==> src/rtl/ivector_heard_collector.sv <==
// Buffers heard(meth, v) events in a small FIFO and serializes each one as a header/payload beat pair.
// Optional per-method event counters are built when IVECTOR_HEARD_STATS_EN is defined.
module ivector_heard_collector #(
    parameter int DEPTH    = 4,
    parameter int NUM_METH = 10
) (
    input  logic        CLK,
    input  logic        nRST,
    input  logic        heard__ENA,
    input  logic [31:0] heard_meth,
    input  logic [31:0] heard_v,
    output logic        heard__RDY,
    output logic        ind_beat__ENA,
    output logic [31:0] ind_beat_data,
    output logic        ind_beat_last,
    input  logic        ind_beat__RDY,
    input  logic [3:0]  stat_sel,
    output logic [31:0] stat_count,
    input  logic        stat_clear__ENA
);
    localparam int AW = $clog2(DEPTH);
    localparam int PW = AW + 1;

    typedef enum logic [1:0] {IDLE, HDR, PAY} state_t;

    // err is resolved against the full 32-bit index at accept time.
    typedef struct packed {
        logic        err;
        logic [7:0]  meth;
        logic [31:0] v;
    } entry_t;

    entry_t        mem [DEPTH];
    entry_t        head;
    logic [PW-1:0] wr_ptr, rd_ptr, wr_ptr_next, rd_ptr_next;
    state_t        state, state_next;
    logic [7:0]    seq;
    logic          full, empty, push, pop, err_in;
    logic          beat_ena, beat_last;
    logic [31:0]   beat_data;

    assign full   = (wr_ptr - rd_ptr) == PW'(DEPTH);
    assign empty  = (wr_ptr == rd_ptr);
    assign err_in = heard_meth >= 32'(NUM_METH);
    assign push   = heard__ENA & heard__RDY;
    assign head   = mem[rd_ptr[AW-1:0]];

    assign wr_ptr_next = wr_ptr + PW'(push);
    assign rd_ptr_next = rd_ptr + PW'(pop);

    // NOTE: storage has no reset; the pointers alone define which entries are valid.
    always_ff @(posedge CLK) begin
        if (push) begin
            mem[wr_ptr[AW-1:0]] <= '{err: err_in, meth: heard_meth[7:0], v: heard_v};
        end
    end

    // NOTE: state registers use non-blocking assignments so every flop samples pre-edge values.
    always_ff @(posedge CLK) begin
        if (!nRST) begin
            wr_ptr <= '0;
            rd_ptr <= '0;
            state  <= IDLE;
            seq    <= '0;
        end else begin
            wr_ptr <= wr_ptr_next;
            rd_ptr <= rd_ptr_next;
            state  <= state_next;
            if (pop) begin
                seq <= seq + 8'd1;
            end
        end
    end

    // NOTE: every output of this block gets a default first, so no latch is inferred.
    always_comb begin
        state_next = state;
        pop        = 1'b0;
        beat_ena   = 1'b0;
        beat_last  = 1'b0;
        beat_data  = '0;
        case (state)
            IDLE: begin
                if (!empty) begin
                    state_next = HDR;
                end
            end
            HDR: begin
                beat_ena  = 1'b1;
                beat_data = {8'hE1, head.err, 7'b0, seq, head.meth};
                if (ind_beat__RDY) begin
                    state_next = PAY;
                end
            end
            PAY: begin
                beat_ena  = 1'b1;
                beat_last = 1'b1;
                beat_data = head.v;
                if (ind_beat__RDY) begin
                    pop        = 1'b1;
                    state_next = (wr_ptr_next != rd_ptr_next) ? HDR : IDLE;
                end
            end
            default: state_next = IDLE;
        endcase
        // Nothing leaves the block while reset is held, whatever state the flops hold.
        if (!nRST) begin
            pop       = 1'b0;
            beat_ena  = 1'b0;
            beat_last = 1'b0;
            beat_data = '0;
        end
    end

    assign heard__RDY    = ~full & nRST;
    assign ind_beat__ENA = beat_ena;
    assign ind_beat_data = beat_data;
    assign ind_beat_last = beat_last;

`ifdef IVECTOR_HEARD_STATS_EN
    logic [31:0] cnt [NUM_METH];
    logic [31:0] bad;

    // A clear coinciding with an accept leaves the accepted method's counter at 1.
    always_ff @(posedge CLK) begin
        for (int i = 0; i < NUM_METH; i++) begin
            if (!nRST) begin
                cnt[i] <= '0;
            end else if (push && heard_meth == 32'(i)) begin
                cnt[i] <= stat_clear__ENA ? 32'd1 : cnt[i] + 32'd1;
            end else if (stat_clear__ENA) begin
                cnt[i] <= '0;
            end
        end
        if (!nRST) begin
            bad <= '0;
        end else if (push && err_in) begin
            bad <= stat_clear__ENA ? 32'd1 : bad + 32'd1;
        end else if (stat_clear__ENA) begin
            bad <= '0;
        end
    end

    always_comb begin
        stat_count = '0;
        for (int i = 0; i < NUM_METH; i++) begin
            if (stat_sel == 4'(i)) begin
                stat_count = cnt[i];
            end
        end
        if (stat_sel == 4'(NUM_METH)) begin
            stat_count = bad;
        end
    end
`else
    logic unused_stat;

    assign unused_stat = ^{stat_sel, stat_clear__ENA};
    assign stat_count  = '0;
`endif

endmodule
==> config.mk <==
export PLATFORM = sky130hd
export DESIGN_NAME = ivector_heard_collector
export DESIGN_NICKNAME = d
export VERILOG_FILES = /design/src/rtl/ivector_heard_collector.sv
export SDC_FILE = /design/constraint.sdc
export NUM_CORES = 1
export LEC_CHECK = 0
export ABC_AREA = 1
export CAP_MARGIN = 20
export CORE_MARGIN = 8
export CORE_UTILIZATION = 56
export CTS_CLUSTER_SIZE = 28
export DETAILED_ROUTE_END_ITERATION = 16
export PLACE_DENSITY = 0.85
export SLEW_MARGIN = 15
export SYNTH_ARGS = -nofsm -noshare
export SYNTH_HDL_FRONTEND = slang
export SYNTH_SLANG_ARGS = --single-unit
==> constraint.sdc <==
create_clock -name CLK -period 11.57 [get_ports CLK]
set_clock_uncertainty 0.05 [all_clocks]
set_input_delay 2.314 -clock CLK [delete_from_list [all_inputs] [get_ports CLK]]
set_output_delay 2.314 -clock CLK [all_outputs]
set_load 0.01 [all_outputs]
==> results of run 1 <==
==> cell type report <==
type	count	area share [%]
Sequential cell	180	56.7
Multi-Input combinational cell	419	21.9
Timing Repair Buffer	110	11.7
Clock buffer	17	4.60
Tap cell	176	2.38
Inverter	39	1.58
Clock inverter	14	1.12
==> power breakdown <==
group	total (mW)	internal (mW)	switching [mW]
combinational	0.224	0.0800	0.144
clock	0.513	0.275	0.238
sequential	0.741	0.732	0.00875
==> per-stage QoR <==
| step | setup slack (ps) | hold WS, ps | utilization (%) |
|---|---|---|---|
| floorplan | 5660 | 400 | - |
| global placement | 4140 | 435 | 65.6 |
| detailed placement | 4090 | 444 | 65.6 |
| CTS | 4040 | 453 | 69.6 |
| global route | 3890 | 497 | 69.6 |
| finish | 4010 | 457 | 69.6 |
==> placed cells by master, fill, tap and decap left out, types with 15 or more instances in the layout <==
cell type	n
conb_1	32
nand3_1	33
nand2_1	58
inv_1	31
nor2_1	112
edfxtp_1	164
clkdlybuf4s50_1	102
clkbuf_16	17
o21ai_0	17
a21oi_1	20
o21ai_1	83
o22ai_1	30
dfxtp_1	15
==> tightest hold or removal path: cells and delay by family, from the launching register on <==
kind | cells | cell delay (ps)
AO/OA/AOI/OAI | 1 | 70
buffers and inverters | 1 | 90
flip-flops | 1 | 300
==> layer usage <==
| metal | vias to the layer above | wire length [µm] | share of wire (%) | track usage, % |
|---|---|---|---|---|
| met5 | - | 0 | 0 | 0 |
| met4 | 0 | 440 | 2.6 | 9.02 |
| met3 | 44 | 1570 | 9.1 | 5.19 |
| met2 | 297 | 8520 | 50 | 33.3 |
| met1 | 2581 | 6660 | 39 | 22.4 |
| li1 | 2508 | - | - | - |
==> sequential cells by signal, indices dropped and copies added (netlist names) <==
name and cells:
mem 164, rd_ptr 3, state 2, seq 8, wr_ptr 3
==> kinds of logic after synthesis <==
group | count (synthesis) | share of synthesized area, %
buffers and inverters | 104 | 6.86
and+or+nand+nor | 224 | 12.2
other | 1 | 0.0490
xor gates and xnor gates | 1 | 0.114
AOI/OAI and AO/OA | 150 | 10.3
DFF | 180 | 68.5
adders and majority gates | 12 | 1.96
==> worst max-delay path by stage <==
stage | cells past startpoint | end
CTS | 6 | ind_beat_data[17]
global route | 6 | ind_beat_data[18]
floorplan | 4 | mem[0][0]
global placement | 6 | ind_beat_data[17]
finish | 6 | ind_beat_data[17]
detailed placement | 6 | ind_beat_data[17]
==> metrics.txt, run 1 <==
CTS tree=done; type of origin of the critical path=input port; Final setup viols=0; Worst-Skew Late Latency=420 ps; slowest stage delay, CP=between 800 and 900 ps; CTS Root Cell=clkbuf_16; number of synthesized flops with an enable pin=~160; critical path's top delay family=buffers and inverters; clock sinks=180; FILL cells=862; Worst R2R Setup Slack=8060 ps; Final Non-Filler Cells=955; Crit. End Element=output pin; H-tree Lvls=4; Clock transition at path regs=60 ps; reg2reg path depth=10; Routed Antenna Nets=0; Pre-antenna DRT Iters=6; top post-synthesis cells by area=edfxtp_1, nor2_1, o21ai_1, dfxtp_1, buf_4; routability cong.=0.804; cell at the slowest stage of the critical path=clkdlybuf4s50_1; Vias/cell=5.69; die height=133 µm; Hold Path End=seq[7]; minimum clock period=7560 ps; status=finished clean; average size of a mapped cell=~11 µm²; share of layout cells above drive strength 1=7.06%; worst-path cell chain=clkdlybuf4s50_1 -> nand2_1 -> inv_2 -> nand2_1 -> a21oi_1 -> clkdlybuf4s50_1; row count=42; maximum VDD drop=0.109 mV; Final nets=between 800 and 900; crit-path max FO=30; placed instance area=8720 µm²; clock buffer depth=2; largest net degree at the start of global routing=85; CTS resizes=0; Yosys cell types=26; Hold Path Cell Cnt=2; register bit total from synthesis=180; min-delay src=seq[7]; Slew Limit Fails=0; first-pass GRT wire length=around 27 mm; Leak Pwr=3.32 nW; async set or reset register ratio after synthesis=0%; pwr dens=160 nW/µm²; WP buf/inv=3; vias in the first global route=5683; hold crit path type=reg -> reg; Core Region=approximately 13000 µm²; Critical R2R Capture=mem[3][40]; Worst Path Required=between 9000 and 10000 ps; post-route design area=9250 µm²; Ant. Diodes=0; initial antenna violation count=0; GRT Overall Usage=a little under 20%; die area=17700 µm²; register area=around 5200 µm²; r2r startpoint=rd_ptr[0]; max_slew headroom=between 30% and 40%; CP arrival=5200 ps; DR iter-0 viols=just over 400; RSZ-0062 raised after global routing=no; most common cell in the netlist=edfxtp_1; Setup Buffers After CTS=0; IO Port Bufs=102; most used flip-flop cell after synthesis=edfxtp_1; dominant cell type by area after synthesis=edfxtp_1; I/O pin cnt=140; Multi-input gate area=2030 µm²; Mapped Cells=672; hold buffer count at cts=0; WL/cell=18.0 µm; Design Power=~1.5 mW; Seq/Total Area, Yosys=between 60 and 70%; Syn. warnings=0; crit path kind=in -> out; vias post-DR=5430; period utilization=65.3%; final hold viol count=0; origin of the worst setup path=nRST; Post-Syn Area=7650 µm²; area growth from synthesis to layout=20.8%; Die W=between 100 and 150 µm; GRT overflow=0; placed wire-length estimate=10.6 mm; maximum operating frequency=132 MHz; drc violations=0; top cell type's share of synthesized area=64.3%; Worst-Margin Slew=948 ps; cell count after placement=924; Final TNS setup=0 ps; maxcap violations=0; TritonCTS buffer count=17; final WL=approximately 17 mm; effective utilization at floorplan=between 50% and 60%; top cells by count, synth=edfxtp_1, nor2_1, o21ai_1
(Power assumes the default switching activity.)
==> run 2: changes to the inputs <==
- CORE_UTILIZATION: 56 -> 52
- PLACE_DENSITY: 0.85 -> 0.79
- clock period: 11.57 -> 7.1 ns (I/O delays scaled with it)
==> run 2 against run 1 <==
Net effect:
- power rose by 70%
- register-to-register slack worse by 4300 ps
- combinational power grew 62%
- critical path type unchanged
- critical endpoint is now ind_beat_data[19]
==> metrics.txt, run 2 (same netlist as run 1, synthesis figures left out) <==
hold buffer count at cts=0; Pre-antenna DRT Iters=5; effective utilization at floorplan=between 50% and 60%; number of flip-flops in the largest register=164; Worst-Margin Slew=between 900 and 1000 ps; drc violations=0; commonest non-fill, non-tap cells in the layout=edfxtp_1, nor2_1, clkdlybuf4s50_1; WL/cell=18.6 µm; largest net degree at the start of global routing=85; reg2reg path depth=11; die area=between 15000 and 20000 µm²; first-pass GRT wire length=between 20 and 30 mm; Setup Buffers After CTS=0; sequential share of power=48.1%; FILL cells=1035; vias in the first global route=5561; Psw=0.652 mW; row count=44; pwr dens=about 270 nW/µm²; initial antenna violation count=0; crit-path max FO=30; Slew Limit Fails=0; Final nets=852; Critical R2R Capture=mem[3][36]; Worst Path Required=5630 ps; share of layout cells above drive strength 1=7.18%; Routed Antenna Nets=0; Power Internal=around 1.9 mW; CTS Root Cell=clkbuf_16; type of origin of the critical path=input port; Final setup viols=0; Leak Pwr=3.35 nW; die height=137 µm; part of the power in the clock network=roughly 37%; clock sinks=180; final hold viol count=0; area growth from synthesis to layout=21.8%; Clock transition at path regs=about 70 ps; Worst-Skew Late Latency=420 ps; Sw Ratio=a little over a quarter; minimum clock period=between 5000 and 6000 ps; Vias/cell=roughly 5.6; r2r startpoint=rd_ptr[0]; H-tree Lvls=4; CTS tree=done; CP arrival=4190 ps; period utilization=between 70% and 80%; DR iter-0 viols=just under 400; placed wire-length estimate=11.1 mm; GRT overflow=0; commonest non-fill, non-tap cell in the layout=edfxtp_1; Critical Path End=ind_beat_data[19]; CTS resizes=0; Core Util, Final=64.4%; GRT Overall Usage=19.1%; TritonCTS buffer count=17; origin of the worst setup path=nRST; Ant. Diodes=0; crit path kind=in -> out; max_slew headroom=37.8%; maximum VDD drop=between 0.15 and 0.2 mV; Crit. End Element=output pin; Worst R2R Setup Slack=around 3700 ps; clock buffer depth=2; I/O pin cnt=140; final WL=17.9 mm; Final TNS setup=0 ps; maxcap violations=0; maximum operating frequency=between 150 and 200 MHz; hold crit path type=reg -> reg; status=finished clean; vias post-DR=5435; RSZ-0062 raised after global routing=no; Core Region=14500 µm²; routability cong.=0.866; IO Port Bufs=~100; Logic pwr share=between 10% and 20%; Die W=137 µm
run 2: changes by cell type in the layout (fill, tap and decap cells not counted):
cell | before | now
inv_8 | 0 | 2
clkinv_4 | 3 | 0
clkinv_1 | 1 | 0
inv_6 | 5 | 7
clkbuf_1 | 0 | 1
bufinv_16 | 0 | 2
clkinv_2 | 3 | 1
run 2: power by group through the flow:
stage | sequential, mW | clock, mW | combinational, mW
3_5_place_dp | 1.23 | 0 | 0.357
6_report | 1.21 | 0.938 | 0.362
4_1_cts | 1.21 | 0.946 | 0.360
3_3_place_gp | 1.23 | 0 | 0.344
2_1_floorplan | 1.23 | 0 | 0.223
5_1_grt | 1.21 | 0.985 | 0.396
run 2: worst min path at each step:
stage / startpoint / to / slack (ps) / depth (start not counted)
3_3_place_gp: seq[4] / seq[4] / 430 / 2
6_report: seq[7] / seq[7] / 450 / 2
2_1_floorplan: seq[7] / seq[7] / 400 / 2
5_1_grt: seq[7] / seq[7] / 480 / 2
4_1_cts: seq[7] / seq[7] / 450 / 2
3_5_place_dp: seq[7] / seq[7] / 440 / 2
run 2: metal layers:
layer  global-route usage (%)  vias to the layer above  part of all wire [%]
li1                         -                     2502                     -
met1                     21.3                     2661                    38
met2                     33.9                      236                    51
met3                     4.89                       36                   8.1
met4                     8.45                        0                   2.4
met5                        0                        -                     0
run 2: final cells by class:
class                   count  area, µm²  area share (%)
clock buffers              18        429            4.60
clock inverters            14        164            1.76
inverters                  39        146            1.57
multi-input cells         419       2030            21.7
flip-flops and latches    180       5250            56.3
well taps                 184        230            2.47
repair buffers            110       1080            11.6
run 2: per-stage QoR:
stage / total power, mW / hold WS, ps / setup WS (ps) / area (µm²) / instances
global route: 2.59 / 478 / 1290 / 9320 / 964
detailed placement: 1.59 / 439 / 1450 / 8730 / 932
CTS: 2.51 / 449 / 1430 / 9320 / 964
global placement: 1.57 / 428 / 1500 / 8730 / 932
floorplan: 1.45 / 400 / 2080 / 7770 / 703
finish: 2.51 / 454 / 1440 / 9320 / 964
run 2: critical path, cell delays in order:
cell	delay, ps
clkdlybuf4s50_1	820
nand2_1	180
inv_2	430
nand2_1	430
a21oi_1	320
clkdlybuf4s50_1	590
==> run 3: changes to the inputs <==
- CORE_UTILIZATION: 52 -> 47
- PLACE_DENSITY: 0.79 -> 0.76
- clock period: 7.1 -> 5.13 ns (I/O delays scaled with it)
==> run 3 against run 2 <==
Net effect:
- utilization shrank 5.4 points
- sequential power grew 39%
- combinational power grew 39%
- via count shrank 2.8%
==> metrics.txt, run 3 (same netlist as run 1, synthesis figures left out) <==
status=finished clean; hold crit path type=reg -> reg; worst setup margin=a little under 900 ps; cell count after placement=968; placed wire-length estimate=10.2 mm; die height=roughly 140 µm; minimum clock period=4250 ps; FILL cells=1252; number of flip-flops in the largest register=164; Worst-Margin Slew=949 ps; TritonCTS buffer count=17; Clock transition at path regs=60 ps; Final nets=approximately 860; vias post-DR=around 5300; Place WS=830 ps; Routed Antenna Nets=0; RSZ-0062 raised after global routing=no; CTS Root Cell=clkbuf_16; Final setup viols=0; Worst Path Required=4050 ps; Ant. Diodes=0; period utilization=between 80% and 90%; Worst-Skew Late Latency=around 430 ps; CTS resizes=0; Final TNS setup=0 ps; WL/cell=16.7 µm; Die W=144 µm; worst-path cell chain=clkdlybuf4s50_1 -> buf_4 -> nand2_1 -> inv_2 -> nand2_1 -> a21oi_1 -> clkdlybuf4s50_1; hold buffer count at cts=0; initial antenna violation count=0; max_slew headroom=36.6%; GRT overflow=0; effective utilization at floorplan=48.2%; commonest non-fill, non-tap cells in the layout=edfxtp_1, nor2_1, clkdlybuf4s50_1; I/O pin cnt=140; vias in the first global route=roughly 5100; die area=between 20000 and 25000 µm²; type of origin of the critical path=input port; Final Non-Filler Cells=999; IO Port Bufs=around 100; largest net degree at the start of global routing=58; Core Region=15900 µm²; row count=46; Crit. End Element=output pin; pwr dens=between 300 and 400 nW/µm²; maximum VDD drop=roughly 0.22 mV; slowest stage delay, CP=570 ps; GRT Overall Usage=16.7%; final hold viol count=0; clock buffer depth=2; Vias/cell=approximately 5.3; drc violations=0; clock sinks=between 150 and 200; Design Power=3.38 mW; maximum operating frequency=235 MHz; CTS tree=done; WHS=432 ps; crit path kind=in -> out; commonest non-fill, non-tap cell in the layout=edfxtp_1; crit-path max FO=15; final WL=16.7 mm; CP arrival=3180 ps; Slew Limit Fails=0; Pre-antenna DRT Iters=5; Setup Buffers After CTS=0; Leak Pwr=3.34 nW; share of layout cells above drive strength 1=between 7 and 8%; cell at the slowest stage of the critical path=clkdlybuf4s50_1; area growth from synthesis to layout=22.4%; first-pass GRT wire length=approximately 26 mm; maxcap violations=0; routability cong.=0.773; H-tree Lvls=4; DR iter-0 viols=424
-- run 3: metrics by stage --
| step | area [µm²] | util, % |
|---|---|---|
| after global placement | 8810 | 55.5 |
| after floorplan | 7770 | - |
| after detailed placement | 8810 | 55.5 |
| after global routing | 9370 | 59.0 |
| after CTS | 9370 | 59.0 |
| final | 9370 | 59.0 |
-- run 3: layout make-up --
class | instances | area [µm²] | area share [%]
clock buffers | 17 | 425 | 4.54
inverters | 39 | 146 | 1.56
clock inverters | 14 | 131 | 1.40
flip-flops and latches | 180 | 5250 | 56.0
multi-input cells | 419 | 2030 | 21.6
repair buffers | 114 | 1120 | 12.0
well taps | 216 | 270 | 2.88
-- run 3: path summary, 6_finish.rpt --
path | depth (start not counted) | slack (ps) | end | startpoint
worst max-delay path | 7 | 880 | ind_beat_data[18] | nRST
worst min-delay path | 2 | 430 | seq[7] | seq[7]
worst max register to register | 10 | 1990 | mem[2][8] | rd_ptr[1]
worst min register to register | 2 | 430 | seq[7] | seq[7]
-- run 3: worst max-delay path, delay by kind of cell --
family | cells | cell delay, ps
AOI/OAI and AO/OA | 1 | 280
and+or+nand+nor | 2 | 450
buffers and inverters | 4 | 1400
-- run 3: power by group --
group	switching, mW	internal, mW	leakage (nW)
registers	0.0249	1.65	1.62
clock network	0.533	0.669	0.257
logic	0.313	0.190	1.46
-- run 3: layer usage --
layer  up-vias  wire, µm  global-route usage, %
li1       2521         -                      -
met1      2527      6870                   19.8
met2       211      8120                   27.8
met3        25      1440                   5.41
met4         0       288                   6.09
met5         -         0                      0
==> variant 1 (flow settings as in run 2) <==
Encoding of `state_t`: now one-hot (3 bits for 3 states).
--- a/src/rtl/ivector_heard_collector.sv
+++ b/src/rtl/ivector_heard_collector.sv
@@ -21,7 +21,7 @@
     localparam int AW = $clog2(DEPTH);
     localparam int PW = AW + 1;
 
-    typedef enum logic [1:0] {IDLE, HDR, PAY} state_t;
+    typedef enum logic [2:0] {IDLE = 3'b001, HDR = 3'b010, PAY = 3'b100} state_t;
 
     // err is resolved against the full 32-bit index at accept time.
     typedef struct packed {
Behaviour: no difference found for any inputs over 4 cycles, from zero or initial values and one cycle with nRST low; so few cycles prove little.
==> variant 1 against run 2 <==
Total power fell by 5.6%; first-iteration DRC count rose by 30%; wire length is 2.2% lower; design area increased by 0.83%; non-clock buffer count unchanged; largest cell class unchanged; register-to-register slack better by 0.08 ns; sequential cell count rose by 1; setup slack improved by 0.16 ns; combinational power shrank 32%; area after synthesis is 1.2% higher.
==> variant 1: results (changes against run 2) <==
Timing
  • Worst-Margin Slew: 0.900 ns (-0.0328 ns)

Detailed routing
  • Drt initial violations: 507 (+30%)
  • Via Count: 5455 (+0.37%)
  • Wire per inst: 17.4 microns (-6.0%)

Place
  • Hpwl dp: 10900 microns (-1.9%)
  • GPL Wtd Cong: 0.775 (-11%)
  • Placed inst area: 0.00883 sq mm (+1.1%)
  • Post-Place Cells: 971 (+4.2%)

Yosys
  • Syn Inst Count: 708 (+5.4%)
  • Synth unique cells: 27 (+3.8%)
  • Adder-cell share of the synthesized area: 1.13% (-0.83 points)
  • Seq/Total Area, Yosys: 68.0% (-0.53 points)
  • Synth top area cells: edfxtp_1 64%, o21ai_0 5.9%, nand2_1 5.9%, nor2_1 5.8%, dfxtp_1 4.4%
  • Commonest cells in the synthesized netlist: 164 x edfxtp_1, 121 x nand2_1, 120 x nor2_1
  • Synth Area in Compound Gates: 9.81% (-0.49 points)

Power
  • Leakage power: 3.49 nW (+4.4%)

Status
  • Status: finished clean

CTS
  • CTS clk-pin slew, worst paths: 0.06 ns

GRT
  • Vias in the first global route: 5604 (+0.77%)
  • Total Routing Usage GR: 18.3% (-0.86 points)
  • Antenna violations before repair: 1 (+1)

Cells and area
  • Layout cells sized above 1: 5.49% (-1.7 points)
  • Nets: 886 (+4.0%)
  • Non-Filler Instances: 1003 (+4.0%)

Setup path
  • Crit path max fanout: 16 (-47%)
  • Critical Path AT: 4.03 ns (-0.16 ns)
  • Worst r2r path cells: 8 (-3)
  • R2R setup slack: 3.82 ns (+0.08 ns)

Hold path
  • Hold Crit Class: reg2reg
[variant 1: power breakdown]
group,internal (mW),switching [mW],leakage (nW)
combinational,0.0974,0.149,1.58
clock,0.545,0.365,0.276
sequential,1.20,0.0115,1.63
total,1.84,0.526,3.49
[variant 1: metal layers]
metal  share of wire [%]  track usage [%]  vias to the layer above
met2                  53             32.6                      233
met5               0.074                0                        -
met3                 8.3             5.65                       27
met1                  37             19.8                     2597
li1                    -                -                     2596
met4                 1.3             6.98                        2
[variant 1: worst paths after layout]
kind | start | to
setup / recovery | nRST | ind_beat_data[4]
hold / removal | seq[7] | seq[7]
setup reg to reg | rd_ptr[0] | mem[0][27]
hold reg to reg | seq[7] | seq[7]
[variant 1: cell families after synthesis]
group,after synthesis
fa+ha+maj,7
simple gates,268
flops,181
xor+xnor,1
compound gates,144
buf+inv,106
other cells,1
[variant 1: critical path: stages]
cell and delay, ns:
clkdlybuf4s50_1 0.81, inv_2 0.23, nor2_2 0.76, nand2_1 0.12
nand2_1 0.11, clkdlybuf4s50_1 0.57
[variant 1: metrics by stage]
step	power (mW)	hold slack [ns]	worst slack (ns)
after floorplan	1.37	0.420	3.30
after global placement	1.46	0.430	1.66
after detailed placement	1.47	0.446	1.63
after CTS	2.37	0.457	1.61
after global routing	2.45	0.484	1.37
final	2.36	0.456	1.60
[variant 1: cell type report]
class	count	area, sq um
Clock buffer	19	433
Inverter	44	165
Tap cell	184	230
Multi-Input combinational cell	452	2090
Timing Repair Buffer	110	1080
Sequential cell	181	5270
Clock inverter	13	139
Fill cell	1060	5130
==> variant 2 (config.mk and constraints of run 2) <==
Made on the original files. Change the parameter `DEPTH` from 4 to 8.
--- a/src/rtl/ivector_heard_collector.sv
+++ b/src/rtl/ivector_heard_collector.sv
@@ -1,7 +1,7 @@
 // Buffers heard(meth, v) events in a small FIFO and serializes each one as a header/payload beat pair.
 // Optional per-method event counters are built when IVECTOR_HEARD_STATS_EN is defined.
 module ivector_heard_collector #(
-    parameter int DEPTH    = 4,
+    parameter int DEPTH    = 8,
     parameter int NUM_METH = 10
 ) (
     input  logic        CLK,
Behaviour: not the same (Yosys sat finds a counterexample within 10 cycles, from zero or initial values and one cycle with nRST low).
==> variant 2 against run 2 <==
Design area increased by 79%; final cell count increased by 73%; setup slack improved by 0.70 ns; synthesized cell count up 75%; die area increased by 77%; largest cell class unchanged; wire length is 93% higher; sequential cell count increased by 166; count of clock-buffer cells in the layout rose by 27; sequential share of layout area is 4.9 points higher; critical path type unchanged; highest routed layer is now met5; area after synthesis is 89% higher; total power rose by 80%.
==> variant 2: results (changes against run 2) <==
Setup path
  • Max incr delay on CP: 0.60 ns (-0.22 ns)
  • Crit path max fanout: 15 (-50%)
  • R2R setup slack: 2.90 ns (-0.84 ns)
  • End of the worst register-to-register path: mem[3][3]
  • CP Capture Point: ind_beat_data[1]
  • Slowest CP cell: clkdlybuf4s50_1
  • Worst r2r path cells: 9 (-2)
  • Critical Path AT: 3.49 ns (-0.70 ns)

Detailed routing
  • Met3 Wirelength: 3090 microns (+110%)
  • Via Count: 9570 (+76%)
  • Metal2 WL: 17200 microns (+88%)
  • Final wirelength: 34500 microns (+93%)
  • Wire per inst: 20.6 microns (+11%)
  • Drt initial violations: 941 (+140%)
  • Wire length on met1: 13300 microns (+94%)
  • Max Used Layer: met5
  • Drt pass-1 iters: 6 (+1)

Yosys
  • Post-Syn Area per Cell: 12.2 sq um (+7.5%)
  • Commonest cells in the synthesized netlist: 328 x edfxtp_1, 235 x nor2_1, 156 x o21ai_0
  • Post-synth EDFFs: 328 (+100%)
  • Synth top area cells: edfxtp_1 68%, nor2_1 6.1%, o21ai_0 5.4%, dfxtp_1 2.5%, buf_4 1.9%
  • Flops & latches, synth: 346 (+92%)
  • Synth unique cells: 33 (+27%)
  • Seq/Total Area, Yosys: 70.7% (+2.2 points)

GRT
  • Antenna violations before repair: 3 (+3)
  • Largest net degree at the start of global routing: 114 (+34%)
  • First-pass GRT wire length: 52500 microns (+91%)
  • Vias in the first global route: 9485 (+71%)
  • Total Routing Usage GR: 20.1% (+1.0 points)

Timing
  • Slew margin rel.: 24.9% (-13 points)
  • Final worst path period need: 4.96 ns (-0.703 ns)

Place
  • Setup slack after placement: 2.14 ns (+0.694 ns)
  • Placed inst area: 0.0156 sq mm (+79%)
  • GPL Wtd Cong: 0.761 (-12%)
  • Post-Place Cells: 1607 (+72%)
  • I/O Buffers: 102 (unchanged)
  • Hpwl dp: 19300 microns (+74%)

Cells and area
  • Final Util: 60.6% (-3.7 points)
  • Nets: 1353 (+59%)
  • Fillers: 2047 (+98%)
  • Layout cells sized above 1: 8.05% (+0.87 points)
  • Largest register FFs: 328 (+100%)

Power
  • Leakage power: 5.64 nW (+69%)
  • Peak supply drop: 0.152 mV (-9.0%)

Status
  • Status: finished clean

CTS
  • Clock buffer depth: 3 (+1)
  • CTS H-Tree Depth: 2 (-2)
  • Clock Latency Late Sink: 0.50 ns (+0.08 ns)
  • CTS buffer count: 35 (+18)
  • CTS clk-pin slew, worst paths: 0.06 ns

Hold path
  • Hold_sp: seq[2]
variant 2: cell types whose count changed after synthesis, moves of 18 or more:
cell	change
edfxtp_1	+164
nand3_1	+18
o21ai_1	-66
o211ai_1	+28
nor2_1	+121
o21ai_0	+139
variant 2: critical path, delay by kind of cell:
family,cells,cell delay (ns)
buffers and inverters,4,1.57
AND/OR/NAND/NOR,1,0.23
AO/OA/AOI/OAI,1,0.26
variant 2: kinds of logic (layout without fill, tap and decap cells):
| group | count (synthesis) | count (layout) | share of synthesized area (%) |
|---|---|---|---|
| flops | 346 | 346 | 70.7 |
| buf+inv | 148 | 230 | 5.80 |
| xor+xnor | 2 | 2 | 0.121 |
| fa+ha+maj | 13 | 13 | 1.13 |
| other cells | 1 | 34 | 0.0260 |
| compound gates | 295 | 295 | 11.5 |
| simple gates | 374 | 374 | 10.7 |
variant 2: worst min path at each step:
stage	slack, ns	end	cells past startpoint
after CTS	0.45	seq[2]	2
after floorplan	0.42	seq[6]	2
after global placement	0.43	seq[6]	2
after detailed placement	0.44	seq[2]	2
after global routing	0.49	seq[6]	2
final	0.45	seq[2]	2
variant 2: power breakdown:
| part | switching, mW | internal [mW] |
|---|---|---|
| registers | 0.0225 | 2.27 |
| clock network | 0.719 | 1.00 |
| logic | 0.332 | 0.175 |
variant 2: metal layers:
layer,track usage [%],up-vias
met4,7.81,4
met2,34.4,470
met3,4.00,70
met1,24.9,4632
met5,0,-
li1,-,4394
variant 2: cell type report:
cell class / instances / share of cell area, %
diodes: 2 / 0.0300
clock buffers: 45 / 5.59
clock inverters: 17 / 0.801
inverters: 43 / 0.981
multi-input cells: 716 / 21.4
flip-flops and latches: 346 / 61.1
well taps: 378 / 2.83
repair buffers: 125 / 7.26
